<file path="config.mk">
export PLATFORM = sky130hd
export DESIGN_NAME = uart_rx_flat
export DESIGN_NICKNAME = d
export VERILOG_FILES = /design/src/rtl/uart_rx_pkg.sv /design/src/rtl/uart_rx_if.sv /design/src/rtl/uart_rx_sync.sv /design/src/rtl/uart_rx.sv /design/src/flat_wrapper.sv
export SDC_FILE = /design/constraint.sdc
export NUM_CORES = 1
export LEC_CHECK = 0
export BUFFER_PORTS_ARGS = -buffer_cell sky130_fd_sc_hd__buf_2
export CAP_MARGIN = 20
export CORE_MARGIN = 4
export CORE_UTILIZATION = 55
export CTS_CLUSTER_SIZE = 16
export DETAILED_ROUTE_END_ITERATION = 8
export MAX_ROUTING_LAYER = met4
export PLACE_DENSITY = 0.87
export SETUP_SLACK_MARGIN = 0.4
export SYNTH_ARGS = -nofsm -noshare
export SYNTH_HDL_FRONTEND = slang
export SYNTH_HIERARCHICAL = 1
export SYNTH_SLANG_ARGS = --single-unit
</file>
<file path="constraint.sdc">
create_clock -name clk -period 1.65 [get_ports clk]
set_input_delay 0.165 -clock clk [delete_from_list [all_inputs] [get_ports clk]]
set_output_delay 0.165 -clock clk [all_outputs]
set_load 0.05 [all_outputs]
</file>
<file path="src/rtl/uart_rx_pkg.sv">
// Shared types and constants for the UART receiver slice.
// Optional even-parity support is selected with the UART_RX_PARITY_EN macro.
package uart_pkg;

    localparam int UART_DATA_BITS  = 8;
    localparam int UART_OVERSAMPLE = 16;

    typedef enum logic [2:0] {
        IDLE,
        START,
        DATA,
        PARITY,
        STOP
    } uart_rx_state_t;

    // 2-of-3 majority used to vote each bit at its centre
    function automatic logic maj3(input logic a, input logic b, input logic c);
        return (a & b) | (a & c) | (b & c);
    endfunction

endpackage

</file>
<file path="src/rtl/uart_rx_if.sv">
// Host-side holding-register interface of the UART receiver.
//
// Handshake: rx_valid means rx_data holds a byte nobody has taken yet.
// A transfer happens on a clk edge where rx_valid & rx_ready are both 1.
// rx_valid never waits for rx_ready; a new byte arriving while rx_valid is
// still set (and not consumed that same cycle) replaces it and pulses
// overrun for one clk. rx_data and the error flags stay put after a
// transfer until the next byte loads.
interface uart_rx_if;
    import uart_pkg::*;

    logic [UART_DATA_BITS-1:0] rx_data;
    logic                      rx_valid;
    logic                      rx_ready;
    logic                      frame_err;
    logic                      parity_err;
    logic                      overrun;

    modport master (
        output rx_data, rx_valid, frame_err, parity_err, overrun,
        input  rx_ready
    );

    modport slave (
        input  rx_data, rx_valid, frame_err, parity_err, overrun,
        output rx_ready
    );

endinterface

</file>
<file path="src/rtl/uart_rx_sync.sv">
// Two-flop synchronizer for an asynchronous, idle-high input.
// Resets to 1 so a freshly reset line looks idle.
module uart_rx_sync (
    input  logic clk,
    input  logic rst_n,
    input  logic d,
    output logic q
);

    logic meta;

    // shift the async input through two flops
    always_ff @(posedge clk) begin
        if (!rst_n) begin
            meta <= 1'b1;
            q    <= 1'b1;
        end else begin
            meta <= d;
            q    <= meta;
        end
    end

endmodule

</file>
<file path="src/rtl/uart_rx.sv">
// UART receiver: 8 data bits LSB first, 1 stop bit, majority vote at each
// bit centre on the oversampling tick, bytes handed over through a
// valid/ready holding register.
// Define UART_RX_PARITY_EN to add one even-parity bit before the stop bit.
module uart_rx
    import uart_pkg::*;
#(
    parameter int OVERSAMPLE = UART_OVERSAMPLE
) (
    input  logic           clk,
    input  logic           rst_n,
    input  logic           os_tick,
    input  logic           rx,
    uart_rx_if.master      host,
    output logic           busy,
    output uart_rx_state_t dbg_state
);

    localparam int              CW       = $clog2(OVERSAMPLE);
    localparam logic [CW-1:0]   CNT_A    = CW'(OVERSAMPLE / 2 - 1);
    localparam logic [CW-1:0]   CNT_B    = CW'(OVERSAMPLE / 2);
    localparam logic [CW-1:0]   CNT_V    = CW'(OVERSAMPLE / 2 + 1);
    localparam logic [CW-1:0]   CNT_LAST = CW'(OVERSAMPLE - 1);
    localparam logic [2:0]      LAST_BIT = 3'(UART_DATA_BITS - 1);

    uart_rx_state_t            state, next_state;
    logic                      rx_s;
    logic [CW-1:0]             os_cnt;
    logic [2:0]                bit_cnt;
    logic                      s0, s1;
    logic                      armed;
    logic [UART_DATA_BITS-1:0] shreg;
    logic                      at_a, at_b, at_vote, at_wrap;
    logic                      vote, start_det, load;

    logic [UART_DATA_BITS-1:0] data_q;
    logic                      valid_q, ferr_q, overrun_q;
`ifdef UART_RX_PARITY_EN
    logic                      par_bit;
    logic                      perr_q;
`endif

    uart_rx_sync u_sync (
        .clk   (clk),
        .rst_n (rst_n),
        .d     (rx),
        .q     (rx_s)
    );

    // state register
    always_ff @(posedge clk) begin
        if (!rst_n) state <= IDLE;
        else        state <= next_state;
    end

    // next-state decode: START aborts on a high vote, STOP ends at its vote
    always_comb begin
        next_state = state;
        case (state)
            IDLE:   if (start_det) next_state = START;
            START: begin
                if (at_vote && vote) next_state = IDLE;
                else if (at_wrap)    next_state = DATA;
            end
            DATA: begin
`ifdef UART_RX_PARITY_EN
                if (at_wrap && bit_cnt == LAST_BIT) next_state = PARITY;
`else
                if (at_wrap && bit_cnt == LAST_BIT) next_state = STOP;
`endif
            end
`ifdef UART_RX_PARITY_EN
            PARITY: if (at_wrap) next_state = STOP;
`endif
            STOP:   if (at_vote) next_state = IDLE;
            default: next_state = IDLE;
        endcase
    end

    // sample-point strobes, bit vote and state-derived outputs
    always_comb begin
        at_a      = os_tick && (os_cnt == CNT_A);
        at_b      = os_tick && (os_cnt == CNT_B);
        at_vote   = os_tick && (os_cnt == CNT_V);
        at_wrap   = os_tick && (os_cnt == CNT_LAST);
        vote      = maj3(s0, s1, rx_s);
        start_det = (state == IDLE) && os_tick && armed && !rx_s;
        load      = (state == STOP) && at_vote;
        busy      = (state != IDLE);
        dbg_state = state;
    end

    // bit timing, centre samples, data shift register and re-arm tracking;
    // the start-detect tick is position 0 of the start bit, so the counter
    // leaves IDLE already at 1
    always_ff @(posedge clk) begin
        if (!rst_n) begin
            os_cnt  <= '0;
            bit_cnt <= '0;
            s0      <= 1'b1;
            s1      <= 1'b1;
            armed   <= 1'b0;
            shreg   <= '0;
`ifdef UART_RX_PARITY_EN
            par_bit <= 1'b0;
`endif
        end else if (state == IDLE) begin
            os_cnt  <= start_det ? CW'(1) : '0;
            bit_cnt <= '0;
            if (os_tick && rx_s) armed <= 1'b1;
        end else if (os_tick) begin
            os_cnt <= (os_cnt == CNT_LAST) ? '0 : os_cnt + CW'(1);
            if (at_a) s0 <= rx_s;
            if (at_b) s1 <= rx_s;
            if (state == DATA && at_vote) shreg   <= {vote, shreg[UART_DATA_BITS-1:1]};
            if (state == DATA && at_wrap) bit_cnt <= bit_cnt + 3'd1;
`ifdef UART_RX_PARITY_EN
            if (state == PARITY && at_vote) par_bit <= vote;
`endif
            // a low stop bit (e.g. a break) must see the line high again
            if (load) armed <= vote;
        end
    end

    // host holding register: load at the stop vote, clear on consume
    always_ff @(posedge clk) begin
        if (!rst_n) begin
            data_q    <= '0;
            valid_q   <= 1'b0;
            ferr_q    <= 1'b0;
            overrun_q <= 1'b0;
`ifdef UART_RX_PARITY_EN
            perr_q    <= 1'b0;
`endif
        end else begin
            overrun_q <= load && valid_q && !host.rx_ready;
            if (load) begin
                data_q  <= shreg;
                valid_q <= 1'b1;
                ferr_q  <= ~vote;
`ifdef UART_RX_PARITY_EN
                perr_q  <= (^shreg) ^ par_bit;
`endif
            end else if (valid_q && host.rx_ready) begin
                valid_q <= 1'b0;
            end
        end
    end

    assign host.rx_data   = data_q;
    assign host.rx_valid  = valid_q;
    assign host.frame_err = ferr_q;
    assign host.overrun   = overrun_q;
`ifdef UART_RX_PARITY_EN
    assign host.parity_err = perr_q;
`else
    assign host.parity_err = 1'b0;
`endif

endmodule

</file>
<file path="src/flat_wrapper.sv">
// flat-port wrapper written by rule: the top's interface ports become plain ports
module uart_rx_flat import uart_pkg::*;
#(
    parameter int OVERSAMPLE = UART_OVERSAMPLE
)
  (clk, rst_n, os_tick, rx, busy, dbg_state, host_rx_data, host_rx_valid, host_frame_err, host_parity_err, host_overrun, host_rx_ready);
  uart_rx_if host_i ();
  input  logic clk;
  input  logic rst_n;
  input  logic os_tick;
  input  logic rx;
  output logic busy;
  output uart_rx_state_t dbg_state;
  output wire logic [$bits(host_i.rx_data)-1:0] host_rx_data;
  output wire logic [$bits(host_i.rx_valid)-1:0] host_rx_valid;
  output wire logic [$bits(host_i.frame_err)-1:0] host_frame_err;
  output wire logic [$bits(host_i.parity_err)-1:0] host_parity_err;
  output wire logic [$bits(host_i.overrun)-1:0] host_overrun;
  input wire logic [$bits(host_i.rx_ready)-1:0] host_rx_ready;
  assign host_rx_data = host_i.rx_data;
  assign host_rx_valid = host_i.rx_valid;
  assign host_frame_err = host_i.frame_err;
  assign host_parity_err = host_i.parity_err;
  assign host_overrun = host_i.overrun;
  assign host_i.rx_ready = host_rx_ready;
  uart_rx #(.OVERSAMPLE(OVERSAMPLE)) u_core (.clk(clk), .rst_n(rst_n), .os_tick(os_tick), .rx(rx), .host(host_i), .busy(busy), .dbg_state(dbg_state));
endmodule
</file>
==> impl_metrics.prom, run 1 <==
# TYPE chip_impl_metric gauge
chip_impl_metric{name="power.sequential.fraction",unit="%"} 55.5
chip_impl_metric{name="max_freq",unit="MHz"} 651
chip_impl_metric{name="synthesis.area",unit="um2"} 1530
chip_impl_info{name="tritoncts_clock_tree",value="built"} 1
chip_impl_metric{name="yosys_warnings",unit=""} 6
chip_impl_metric{name="grt_first_pass_wirelength",unit="um"} 7280
chip_impl_metric{name="setup-violations-final",unit=""} 0
chip_impl_metric{name="finalHoldViolations",unit=""} 0
chip_impl_metric{name="power_leakage",unit="nW"} 0.845
chip_impl_metric{name="numPlacedInstances",unit=""} 211
chip_impl_info{name="run_status",value="complete, no violations"} 1
chip_impl_metric{name="worst-r2r-setup-slack",unit="ns"} 0.11
chip_impl_metric{name="yosys_register_bits",unit=""} 34
chip_impl_metric{name="largest_net_degree_at_the_start_of_global_routing",unit=""} 14
chip_impl_metric{name="clock_buffer_count_from_cts",unit=""} 5
chip_impl_info{name="yosys.cell_count.top_type",value="dfxtp_1"} 1
chip_impl_metric{name="synthArstFlopShare",unit="%"} 0
chip_impl_metric{name="fp.dieArea",unit="um2"} 3690
chip_impl_info{name="ctsRootBufferMaster",value="clkbuf_4"} 1
chip_impl_info{name="rr_startpoint",value="u_core/os_cnt[1]$_SDFFE_PN0P_"} 1
chip_impl_metric{name="clock-skew-final",unit="ns"} 0.0165
chip_impl_info{name="path_class",value="reg -> reg"} 1
chip_impl_metric{name="clock_network_latency_to_the_later_pin_of_the_worst_skew_pair",unit="ns"} 0.36
chip_impl_metric{name="vias",unit=""} 1681
chip_impl_metric{name="fp-row-count",unit=""} 18
chip_impl_info{name="critPathLaunch",value="u_core/os_cnt[1]$_SDFFE_PN0P_"} 1
chip_impl_info{name="holdCritPathClass",value="in -> reg"} 1
chip_impl_metric{name="fin_ws",unit="ns"} 0.115
chip_impl_metric{name="max-cap-violations",unit=""} 0
chip_impl_metric{name="nNetsFinal",unit=""} 226
chip_impl_metric{name="io_pins",unit=""} 21
chip_impl_metric{name="post-route-drc-count",unit=""} 0
chip_impl_metric{name="switching_share",unit="%"} 23.8
chip_impl_metric{name="first_global_vias",unit=""} 1521
chip_impl_metric{name="wl",unit="um"} 5330
chip_impl_metric{name="die_height",unit="um"} 60.7
chip_impl_metric{name="drive_above_1_share",unit="%"} 49.5
chip_impl_metric{name="syn_nets",unit=""} 182
chip_impl_info{name="synthTopCellsByCount",value="34 x dfxtp_1, 24 x a21oi_1, 23 x o21ai_0"} 1
chip_impl_metric{name="worst_ir_drop_vdd",unit="V"} 0.000972
chip_impl_metric{name="clock_tree.buffer_depth",unit=""} 2
chip_impl_metric{name="half_perimeter_wire_length_of_the_detailed_placement_result",unit="um"} 2220
chip_impl_metric{name="pwr_density_cell",unit="nW/um2"} 657
chip_impl_metric{name="period_needed",unit="ns"} 1.54
chip_impl_info{name="synth_flop_cell",value="dfxtp_1"} 1
chip_impl_metric{name="synth_seq_area_share",unit="%"} 44.5
chip_impl_metric{name="share_clk_of_total_power",unit="%"} 40.3
chip_impl_info{name="synth_top_cell_by_area",value="dfxtp_1"} 1
chip_impl_metric{name="setup_total_negative_slack",unit="ns"} 0
chip_impl_metric{name="post_layout_nonfiller_instances",unit=""} 246
chip_impl_metric{name="timing.critical_path.arrival",unit="ns"} 1.80
chip_impl_metric{name="power.share.combinational",unit="%"} 4.1
chip_impl_metric{name="starting_density_of_the_core",unit="%"} 59.6
chip_impl_metric{name="antenna_cells_inserted",unit=""} 0
chip_impl_metric{name="final.period_utilization",unit="%"} 93.1
chip_impl_metric{name="final_slew_viol_count",unit=""} 0
chip_impl_metric{name="crit_path_max_fanout",unit=""} 8
chip_impl_metric{name="dr.pass1.iters",unit=""} 5
chip_impl_metric{name="cts_clock_pin_slew_for_the_worst_setup_and_hold_paths",unit="ns"} 0.11
chip_impl_metric{name="antenna_violations_before_repair",unit=""} 0
chip_impl_metric{name="post-synth-top-area-fraction",unit="%"} 44.5
chip_impl_metric{name="globalRoute.totalOverflow",unit=""} 0
chip_impl_metric{name="detail_route.vias_per_cell",unit=""} 6.83
chip_impl_metric{name="pre_cts_slack",unit="ns"} 0.195
chip_impl_metric{name="netlist_instances",unit=""} 172
chip_impl_metric{name="cp_data_required_time",unit="ns"} 1.91
chip_impl_metric{name="portBuffers",unit=""} 19
chip_impl_metric{name="p_switching",unit="mW"} 0.352
chip_impl_metric{name="number_of_levels_the_h_tree_was_split_into",unit=""} 2
chip_impl_metric{name="wl_per_cell",unit="um"} 21.7
chip_impl_info{name="start_kind",value="register"} 1
chip_impl_info{name="critical_path.endpoint_type",value="register"} 1
chip_impl_metric{name="power_report.internal_total",unit="mW"} 1.13
chip_impl_metric{name="route.antenna.remaining_nets",unit=""} 0
chip_impl_metric{name="drt_iter0_markers",unit=""} 200
chip_impl_metric{name="count_of_flip_flops_with_a_built_in_enable_after_synthesis",unit=""} 0
chip_impl_metric{name="layout_area_growth_over_synthesis",unit="%"} 47.7
chip_impl_metric{name="groute.usage.overall",unit="%"} 28.0
chip_impl_metric{name="core",unit="um2"} 2570
chip_impl_metric{name="fp.dieW",unit="um"} 60.7
chip_impl_metric{name="cts_sinks",unit=""} 34
chip_impl_info{name="rsz0062_at_grt",value="yes"} 1
chip_impl_metric{name="finalWeightedCongestion",unit=""} 0.776
chip_impl_info{name="worst_hold_startpoint",value="host_rx_ready"} 1
chip_impl_info{name="synth.top_cells.by_area",value="dfxtp_1 45%, a21oi_1 7.9%, o21ai_0 7.5%, nand3_1 7.2%, ha_1 4.1%"} 1
chip_impl_metric{name="post_synth.cell_area_avg",unit="um2"} 8.89
chip_impl_metric{name="synth_cell_types",unit=""} 41
registers in the layout, indices dropped and copies added (netlist names):
register               cells
u_core/host.rx_data        8
u_core/shreg               8
u_core/os_cnt              4
u_core/bit_cnt             3
u_core/dbg_state           3
u_core/armed               1
u_core/host.frame_err      1
u_core/host.overrun        1
u_core/host.rx_valid       1
u_core/s0                  1
u_core/s1                  1
u_core/u_sync/meta         1
u_core/u_sync/q            1
layout make-up:
type,instances,area [um2]
clock buffers,7,76.3
fillers,117,309
inverters,6,25.0
multi-input cells,118,980
flip-flops and latches,34,702
well taps,30,37.5
repair buffers,51,438
metal layers:
metal | global-route usage [%] | routed length, um | up-vias
li1 | - | - | 714
met2 | 47.9 | 2500 | 140
met5 | - | 0 | -
met1 | 29.2 | 2030 | 786
met3 | 8.09 | 467 | 41
met4 | 13.9 | 333 | 0
worst max-delay path: stages, from the launching register on:
cell	delay, ns
dfxtp_4	0.38
inv_4	0.06
ha_4	0.13
and4b_2	0.30
buf_12	0.12
buf_16	0.12
nand3_1	0.11
a21oi_1	0.21
kinds of logic (layout without fill, tap and decap cells):
kind of cell	Yosys count	count (layout)	synth area share (%)
AOI/OAI and AO/OA	57	57	20.5
and+or+nand+nor	52	52	22.0
DFF	34	34	44.5
buffers and inverters	20	64	6.71
adders and majority gates	6	6	4.75
other	1	1	0.245
xor gates and xnor gates	1	1	0.573
muxes	1	1	0.655
worst paths after layout:
check	endpoint	cells past startpoint
worst min-delay path	u_core/host.rx_valid$_SDFFE_PN0P_	3
worst min register to register	u_core/u_sync/q$_SDFF_PN1_	1
worst max-delay path	u_core/shreg[5]$_SDFFE_PN0P_	7
worst max register to register	u_core/shreg[5]$_SDFFE_PN0P_	7
timing repair:
| action | CTS | global route |
|---|---|---|
| setup buffers | 21 | 5 |
| pin swaps | 9 | 18 |
| endpoints found under the hold margin | 1 | 0 |
| setup endpoints to repair | 26 | 30 |
| hold buffers | 1 | 0 |
| gates resized for setup | 21 | 43 |
| gates cloned | 1 | 0 |
power by group through the flow:
stage / combinational [mW] / sequential, mW / clock (mW)
2_1_floorplan: 0.0331 / 0.842 / 0
3_3_place_gp: 0.0433 / 0.842 / 0
3_5_place_dp: 0.0451 / 0.842 / 0
4_1_cts: 0.0515 / 0.822 / 0.579
5_1_grt: 0.0643 / 0.824 / 0.625
6_report: 0.0614 / 0.823 / 0.598
per-stage QoR:
stage	hold WS [ns]	power, mW	util, %	instance area, um2
floorplan	0.238	0.875	-	1610
global placement	0.349	0.885	64.6	1660
detailed placement	0.356	0.887	64.6	1660
CTS	0.138	1.45	79.9	2050
global route	0.187	1.51	88.0	2260
finish	0.167	1.48	88.0	2260
cell usage in the layout (no fill, tap or decap), types with 2 or more instances in the layout:
cell type,Yosys,layout
or3b_4,0,2
a31oi_1,2,2
buf_2,7,17
buf_4,3,21
inv_1,5,2
nand2_1,5,5
clkbuf_4,0,6
dfxtp_2,0,2
nor3b_4,1,2
nand3_2,0,7
buf_12,0,5
dfxtp_4,0,5
buf_6,1,4
nand3_1,22,11
a21oi_2,0,11
o21ai_0,23,3
inv_2,0,2
dfxtp_1,34,27
a21oi_1,24,13
nand3_4,0,4
ha_1,5,2
o21ai_1,0,18
nand2b_1,4,4
nor2_1,2,2
ha_4,0,3
nand4b_1,3,3
Note: power is estimated with default switching activity, not from simulation.
==> run 2: changes to the inputs <==
--- a/config.mk
+++ b/config.mk
@@ -11,7 +11,6 @@
 export CORE_UTILIZATION = 55
 export CTS_CLUSTER_SIZE = 16
 export DETAILED_ROUTE_END_ITERATION = 8
-export MAX_ROUTING_LAYER = met4
 export PLACE_DENSITY = 0.87
 export SETUP_SLACK_MARGIN = 0.4
 export SYNTH_ARGS = -nofsm -noshare
==> run 2 against run 1 <==
Worst hold slack hardly changed. Maximum frequency is 0.88% higher. Flip-flop and latch count stayed put. Sequential power hardly changed. Wire length is 0.41% lower. Utilization stayed put. Critical path type unchanged. Highest routed layer unchanged.
==> impl_metrics.prom, run 2 (synthesized netlist as in run 1, its figures left out) <==
# TYPE chip_impl_metric gauge
chip_impl_metric{name="wl",unit="um"} 5310
chip_impl_metric{name="final_total_power",unit="mW"} 1.48
chip_impl_metric{name="half_perimeter_wire_length_of_the_detailed_placement_result",unit="um"} 2220
chip_impl_info{name="timing.critical_path.max_delay_family",value="simple AND/OR/NAND/NOR gates"} 1
chip_impl_metric{name="numPlacedInstances",unit=""} 211
chip_impl_metric{name="starting_density_of_the_core",unit="%"} 59.6
chip_impl_metric{name="power.sequential.fraction",unit="%"} 55.6
chip_impl_metric{name="cp.buffers_inverters",unit=""} 3
chip_impl_metric{name="groute.usage.overall",unit="%"} 27.1
chip_impl_metric{name="clock-skew-final",unit="ns"} 0.0145
chip_impl_metric{name="share_clk_of_total_power",unit="%"} 40.2
chip_impl_metric{name="nNetsFinal",unit=""} 226
chip_impl_metric{name="period_needed",unit="ns"} 1.52
chip_impl_info{name="rsz0062_at_grt",value="yes"} 1
chip_impl_metric{name="timing.critical_path.arrival",unit="ns"} 1.79
chip_impl_metric{name="finalHoldViolations",unit=""} 0
chip_impl_metric{name="vias",unit=""} 1689
chip_impl_metric{name="fin_ws",unit="ns"} 0.128
chip_impl_info{name="tritoncts_clock_tree",value="built"} 1
chip_impl_metric{name="antenna_violations_before_repair",unit=""} 0
chip_impl_metric{name="clock_tree.buffer_depth",unit=""} 2
chip_impl_metric{name="final-seq-area",unit="um2"} 702
chip_impl_metric{name="num-fill-cells",unit=""} 117
chip_impl_metric{name="number_of_levels_the_h_tree_was_split_into",unit=""} 2
chip_impl_metric{name="pwr_density_cell",unit="nW/um2"} 655
chip_impl_metric{name="io_pins",unit=""} 21
chip_impl_metric{name="portBuffers",unit=""} 19
chip_impl_info{name="holdCritPathClass",value="in -> reg"} 1
chip_impl_metric{name="cp_data_required_time",unit="ns"} 1.91
chip_impl_metric{name="layout.core_utilization",unit="%"} 88.0
chip_impl_metric{name="cts_clock_pin_slew_for_the_worst_setup_and_hold_paths",unit="ns"} 0.11
chip_impl_info{name="start_kind",value="register"} 1
chip_impl_metric{name="clock_buffer_count_from_cts",unit=""} 5
chip_impl_metric{name="drt_iter0_markers",unit=""} 193
chip_impl_info{name="final_cell_mix",value="27 x dfxtp_1, 21 x buf_4, 18 x o21ai_1"} 1
chip_impl_metric{name="dr.pass1.iters",unit=""} 6
chip_impl_info{name="path_class",value="reg -> reg"} 1
chip_impl_metric{name="wl_per_cell",unit="um"} 21.6
chip_impl_metric{name="largest_net_degree_at_the_start_of_global_routing",unit=""} 14
chip_impl_metric{name="worst_path_largest_cell_delay",unit="ns"} 0.38
chip_impl_metric{name="cts_sinks",unit=""} 34
chip_impl_metric{name="final.period_utilization",unit="%"} 92.2
chip_impl_metric{name="multi_input_comb_area",unit="um2"} 980
chip_impl_info{name="ctsRootBufferMaster",value="clkbuf_4"} 1
chip_impl_metric{name="fp-row-count",unit=""} 18
chip_impl_metric{name="finish.instance_area",unit="um2"} 2260
chip_impl_metric{name="p_switching",unit="mW"} 0.350
chip_impl_metric{name="setup-violations-final",unit=""} 0
chip_impl_metric{name="worst_ir_drop_vdd",unit="V"} 0.000975
chip_impl_metric{name="clock_network_latency_to_the_later_pin_of_the_worst_skew_pair",unit="ns"} 0.36
chip_impl_metric{name="power_report.internal_total",unit="mW"} 1.13
chip_impl_metric{name="detail_route.vias_per_cell",unit=""} 6.87
chip_impl_metric{name="final_slew_viol_count",unit=""} 0
chip_impl_metric{name="finalWeightedCongestion",unit=""} 0.766
chip_impl_metric{name="layout_area_growth_over_synthesis",unit="%"} 47.7
chip_impl_metric{name="worst_hold_slack",unit="ns"} 0.167
chip_impl_info{name="critical_path.endpoint_type",value="register"} 1
chip_impl_metric{name="worst-r2r-setup-slack",unit="ns"} 0.13
chip_impl_metric{name="globalRoute.totalOverflow",unit=""} 0
chip_impl_info{name="run_status",value="complete, no violations"} 1
chip_impl_info{name="worstPathCellList",value="inv_4 > ha_4 > and4b_2 > buf_12 > buf_16 > nand3_1 > a21oi_1"} 1
chip_impl_metric{name="post_layout_nonfiller_instances",unit=""} 246
chip_impl_metric{name="setup_total_negative_slack",unit="ns"} 0
chip_impl_metric{name="fp.dieArea",unit="um2"} 3690
chip_impl_metric{name="core",unit="um2"} 2570
chip_impl_metric{name="switching_share",unit="%"} 23.6
chip_impl_metric{name="drive_above_1_share",unit="%"} 49.5
chip_impl_metric{name="max-cap-violations",unit=""} 0
chip_impl_info{name="critical-path-slowest-cell",value="dfxtp_4"} 1
chip_impl_metric{name="power.share.combinational",unit="%"} 4.1
chip_impl_metric{name="die_height",unit="um"} 60.7
chip_impl_metric{name="route.antenna.remaining_nets",unit=""} 0
chip_impl_metric{name="grt_first_pass_wirelength",unit="um"} 7280
chip_impl_metric{name="power_leakage",unit="nW"} 0.845
chip_impl_metric{name="post-route-drc-count",unit=""} 0
chip_impl_metric{name="crit_path_max_fanout",unit=""} 8
chip_impl_info{name="mostFrequentLayoutCell",value="dfxtp_1"} 1
chip_impl_metric{name="max_freq",unit="MHz"} 657
chip_impl_metric{name="first_global_vias",unit=""} 1524
chip_impl_metric{name="postPlaceCellArea",unit="um2"} 1660
chip_impl_metric{name="antenna_cells_inserted",unit=""} 0
chip_impl_metric{name="pre_cts_slack",unit="ns"} 0.195
chip_impl_metric{name="fp.dieW",unit="um"} 60.7
-- run 2: timing repair --
action	4_1_cts	5_1_grt
hold endpoints to repair	1	0
hold buffers	1	0
resized for setup	21	43
pin swaps	9	18
cloned	1	0
buffers inserted	21	5
setup endpoints to repair	26	30
-- run 2: tightest hold or removal path, stage by stage --
cell and delay [ns]:
buf_2 0.08, nor2b_1 0.05, o21a_1 0.18
-- run 2: path summary, 6_finish.rpt --
kind / cells past startpoint / start / to
hold reg to reg: 1 / u_core/u_sync/meta$_SDFF_PN1_ / u_core/u_sync/q$_SDFF_PN1_
setup / recovery: 7 / u_core/os_cnt[1]$_SDFFE_PN0P_ / u_core/shreg[5]$_SDFFE_PN0P_
hold / removal: 3 / host_rx_ready / u_core/host.rx_valid$_SDFFE_PN0P_
setup reg to reg: 7 / u_core/os_cnt[1]$_SDFFE_PN0P_ / u_core/shreg[5]$_SDFFE_PN0P_
-- run 2: layer usage --
layer	routed length [um]	vias up	GRT usage [%]
met5	0	-	0
met1	1930	795	29.2
met2	2570	142	47.9
met3	483	39	6.17
met4	328	0	15.8
li1	-	713	-
-- run 2: final cells by class --
type,instances,share of cell area [%]
Inverter,6,1.11
Sequential cell,34,31.1
Tap cell,30,1.66
Timing Repair Buffer,51,19.4
Clock buffer,7,3.38
Multi-Input combinational cell,118,43.4
-- run 2: power groups by stage --
stage / sequential, mW / combinational [mW] / clock [mW]
floorplan: 0.842 / 0.0331 / 0
global placement: 0.842 / 0.0433 / 0
detailed placement: 0.842 / 0.0451 / 0
CTS: 0.822 / 0.0515 / 0.579
global route: 0.824 / 0.0642 / 0.625
finish: 0.823 / 0.0611 / 0.596
==> run 3: changes to the inputs <==
--- a/config.mk
+++ b/config.mk
@@ -5,13 +5,14 @@
 export SDC_FILE = /design/constraint.sdc
 export NUM_CORES = 1
 export LEC_CHECK = 0
+export ABC_AREA = 1
 export BUFFER_PORTS_ARGS = -buffer_cell sky130_fd_sc_hd__buf_2
 export CAP_MARGIN = 20
 export CORE_MARGIN = 4
-export CORE_UTILIZATION = 55
+export CORE_UTILIZATION = 59
 export CTS_CLUSTER_SIZE = 16
 export DETAILED_ROUTE_END_ITERATION = 8
-export PLACE_DENSITY = 0.87
+export PLACE_DENSITY = 0.92
 export SETUP_SLACK_MARGIN = 0.4
 export SYNTH_ARGS = -nofsm -noshare
 export SYNTH_HDL_FRONTEND = slang
==> constraint.sdc (replaced) <==
create_clock -name clk -period 1.9 [get_ports clk]
set_input_delay 0.19 -clock clk [delete_from_list [all_inputs] [get_ports clk]]
set_output_delay 0.19 -clock clk [all_outputs]
set_load 0.05 [all_outputs]
==> run 3 against run 2 <==
Combinational power rose to 8.8 times the previous value. Sequential share of layout area rose by 8.5 points. Non-clock buffer count fell by 29. Setup slack improved by 0.33 ns. Power rose by 27%. Synthesized cell count rose by 13%. Via count fell by 22%. Global-route usage fell by 8.4 points. Critical endpoint is now busy.
==> impl_metrics.prom, run 3 <==
# TYPE chip_impl_metric gauge
chip_impl_info{name="run_status",value="complete, no violations"} 1
chip_impl_info{name="tritoncts_clock_tree",value="built"} 1
chip_impl_metric{name="antenna_violations_before_repair",unit=""} 0
chip_impl_metric{name="cts_clock_pin_slew_for_the_worst_setup_and_hold_paths",unit="ns"} 0.10
chip_impl_metric{name="io_pins",unit=""} 21
chip_impl_info{name="yosys.cell_count.top_type",value="nor2_1"} 1
chip_impl_metric{name="power_leakage",unit="nW"} 0.801
chip_impl_info{name="synth_flop_cell",value="dfxtp_1"} 1
chip_impl_metric{name="timing.critical_path.arrival",unit="ns"} 1.25
chip_impl_metric{name="largest_net_degree_at_the_start_of_global_routing",unit=""} 25
chip_impl_metric{name="fp.dieW",unit="um"} 58.0
chip_impl_info{name="synthTopCellsByCount",value="43 x nor2_1, 34 x dfxtp_1, 22 x nand2_1"} 1
chip_impl_metric{name="groute.usage.overall",unit="%"} 18.7
chip_impl_metric{name="muxShareOfSynthArea",unit="%"} 0
chip_impl_metric{name="synthesis.area",unit="um2"} 1480
chip_impl_metric{name="power_report.internal_total",unit="mW"} 1.21
chip_impl_metric{name="clock_buffer_count_from_cts",unit=""} 5
chip_impl_info{name="ctsRootBufferMaster",value="clkbuf_4"} 1
chip_impl_metric{name="final-seq-area",unit="um2"} 691
chip_impl_metric{name="route.antenna.remaining_nets",unit=""} 0
chip_impl_metric{name="setup_total_negative_slack",unit="ns"} 0
chip_impl_metric{name="layout_area_growth_over_synthesis",unit="%"} 18.0
chip_impl_metric{name="max_freq",unit="MHz"} 696
chip_impl_metric{name="wl_per_cell",unit="um"} 11.9
chip_impl_metric{name="synth-xor-area-share",unit="%"} 0.593
chip_impl_metric{name="half_perimeter_wire_length_of_the_detailed_placement_result",unit="um"} 2070
chip_impl_metric{name="period_needed",unit="ns"} 1.44
chip_impl_metric{name="synth_adder_area_share",unit="%"} 4.23
chip_impl_metric{name="clock_network_latency_to_the_later_pin_of_the_worst_skew_pair",unit="ns"} 0.35
chip_impl_metric{name="fraction_of_the_mapped_netlist_area_in_compound_gates",unit="%"} 12.0
chip_impl_metric{name="synth_seq_area_share",unit="%"} 46.1
chip_impl_metric{name="vias",unit=""} 1310
chip_impl_metric{name="numPlacedInstances",unit=""} 237
chip_impl_metric{name="p_switching",unit="mW"} 0.672
chip_impl_metric{name="post-synth-top-area-fraction",unit="%"} 46.1
chip_impl_metric{name="post-route-drc-count",unit=""} 0
chip_impl_info{name="start_kind",value="register"} 1
chip_impl_metric{name="fp-row-count",unit=""} 17
chip_impl_metric{name="drt_iter0_markers",unit=""} 52
chip_impl_metric{name="yosys_register_bits",unit=""} 34
chip_impl_metric{name="num-fill-cells",unit=""} 174
chip_impl_metric{name="share_clk_of_total_power",unit="%"} 28.3
chip_impl_metric{name="antenna_cells_inserted",unit=""} 0
chip_impl_metric{name="starting_density_of_the_core",unit="%"} 64.3
chip_impl_metric{name="wl",unit="um"} 2960
chip_impl_info{name="rsz0062_at_grt",value="yes"} 1
chip_impl_metric{name="final_slew_viol_count",unit=""} 0
chip_impl_metric{name="grt_first_pass_wirelength",unit="um"} 4870
chip_impl_metric{name="first_global_vias",unit=""} 1126
chip_impl_metric{name="crit_path_max_fanout",unit=""} 4
chip_impl_info{name="synth_top_cell_by_area",value="dfxtp_1"} 1
chip_impl_info{name="synth.top_cells.by_area",value="dfxtp_1 46%, nor2_1 11%, o21ai_0 6.4%, nand2_1 5.6%, inv_1 4.3%"} 1
chip_impl_metric{name="core",unit="um2"} 2300
chip_impl_metric{name="post_layout_nonfiller_instances",unit=""} 248
chip_impl_metric{name="postPlaceCellArea",unit="um2"} 1590
chip_impl_metric{name="setup-violations-final",unit=""} 0
chip_impl_metric{name="netlist_instances",unit=""} 194
chip_impl_metric{name="worst-r2r-setup-slack",unit="ns"} 0.51
chip_impl_metric{name="clock_tree.buffer_depth",unit=""} 2
chip_impl_metric{name="detail_route.vias_per_cell",unit=""} 5.28
chip_impl_info{name="path_class",value="reg -> out"} 1
chip_impl_info{name="synth_top_family_by_area",value="simple AND/OR/NAND/NOR gates"} 1
chip_impl_metric{name="yosys_warnings",unit=""} 6
chip_impl_metric{name="multi_input_comb_area",unit="um2"} 724
chip_impl_metric{name="final.period_utilization",unit="%"} 75.6
chip_impl_metric{name="syn_nets",unit=""} 204
chip_impl_info{name="final_cell_mix",value="42 x nor2_1, 28 x dfxtp_1, 21 x nand2_1"} 1
chip_impl_metric{name="worst_hold_slack",unit="ns"} 0.0147
chip_impl_metric{name="synth-simple-area-share",unit="%"} 29.6
chip_impl_metric{name="switching_share",unit="%"} 35.7
chip_impl_metric{name="finish.instance_area",unit="um2"} 1740
chip_impl_metric{name="fp.dieArea",unit="um2"} 3370
chip_impl_metric{name="globalRoute.totalOverflow",unit=""} 0
chip_impl_metric{name="finalWeightedCongestion",unit=""} 0.940
chip_impl_metric{name="post_synth.cell_area_avg",unit="um2"} 7.62
chip_impl_metric{name="portBuffers",unit=""} 19
chip_impl_metric{name="max-cap-violations",unit=""} 0
chip_impl_metric{name="nNetsFinal",unit=""} 229
chip_impl_metric{name="synthArstFlopShare",unit="%"} 0
chip_impl_metric{name="die_height",unit="um"} 58.0
chip_impl_metric{name="finalHoldViolations",unit=""} 0
chip_impl_metric{name="power.share.combinational",unit="%"} 28.4
chip_impl_metric{name="drive_above_1_share",unit="%"} 24.5
chip_impl_info{name="mostFrequentLayoutCell",value="nor2_1"} 1
chip_impl_metric{name="worst_ir_drop_vdd",unit="V"} 0.000893
chip_impl_metric{name="cts_sinks",unit=""} 34
chip_impl_metric{name="synth_cell_types",unit=""} 29
chip_impl_metric{name="clock-skew-final",unit="ns"} 0.0134
chip_impl_metric{name="pwr_density_cell",unit="nW/um2"} 1080
chip_impl_metric{name="dr.pass1.iters",unit=""} 4
chip_impl_metric{name="power.sequential.fraction",unit="%"} 43.3
chip_impl_info{name="critical_path.endpoint_type",value="output pin"} 1
chip_impl_metric{name="cp_data_required_time",unit="ns"} 1.71
chip_impl_metric{name="count_of_flip_flops_with_a_built_in_enable_after_synthesis",unit=""} 0
chip_impl_info{name="holdCritPathClass",value="in -> reg"} 1
chip_impl_metric{name="number_of_levels_the_h_tree_was_split_into",unit=""} 2
-- run 3: cell count changes after synthesis, sizes merged, moves of 5 or more --
cell and change:
a21oi -16, buf -9, inv +16, nand2 +19
nand3 -11, nor2 +43, nor3 +5
-- run 3: cell type report --
class,count,area share (%)
Multi-Input combinational cell,134,41.5
Sequential cell,34,39.6
Timing Repair Buffer,22,7.10
Inverter,21,4.73
Clock inverter,3,2.58
Clock buffer,5,2.15
Tap cell,28,2.01
Timing Repair inverter,1,0.287
-- run 3: cells by family after synthesis --
kind of cell    count (synthesis)
compound gates                 34
buf+inv                        26
flops                          34
fa+ha+maj                       5
simple gates                   93
other cells                     1
xor+xnor                        1
-- run 3: metrics by stage --
stage | utilization [%] | worst slack, ns | total power [mW]
floorplan | - | 0.514 | 1.18
CTS | 73.1 | 0.406 | 1.82
finish | 75.9 | 0.463 | 1.88
detailed placement | 69.3 | 0.432 | 1.28
global route | 75.9 | 0.382 | 1.98
global placement | 69.3 | 0.450 | 1.27
-- run 3: power by group through the flow --
stage,sequential [mW],clock (mW),combinational [mW]
floorplan,0.864,0,0.319
detailed placement,0.811,0,0.466
global route,0.824,0.569,0.586
finish,0.814,0.533,0.535
global placement,0.809,0,0.461
CTS,0.800,0.541,0.475
-- run 3: worst paths after layout --
kind                                                        from                                  end  cells after the start
worst max-delay path            u_core/dbg_state[0]$_SDFFE_PN0P_                                 busy                      3
worst min-delay path                                          rx        u_core/u_sync/meta$_SDFF_PN1_                      3
worst max register to register     u_core/os_cnt[1]$_SDFFE_PN0P_  u_core/host.rx_data[3]$_SDFFE_PN0P_                      8
worst min register to register     u_core/u_sync/meta$_SDFF_PN1_           u_core/u_sync/q$_SDFF_PN1_                      2
-- run 3: layer usage --
layer	part of all wire, %	track usage (%)
met5	0	0
met4	2.3	9.93
met3	7.3	4.23
met2	45	30.0
met1	46	23.3
-- run 3: worst max-delay path, cell delays in order (launching register included) --
cell and delay [ns]:
dfxtp_2 0.36, nor3_4 0.28, inv_2 0.10, buf_6 0.16
-- run 3: what timing repair did --
action	4_1_cts	5_1_grt
setup endpoints to repair	1	23
setup buffers	0	2
endpoints found under the hold margin	0	0
pin swaps	0	2
hold buffers	0	0
gates resized for setup	1	16
gates cloned	0	1
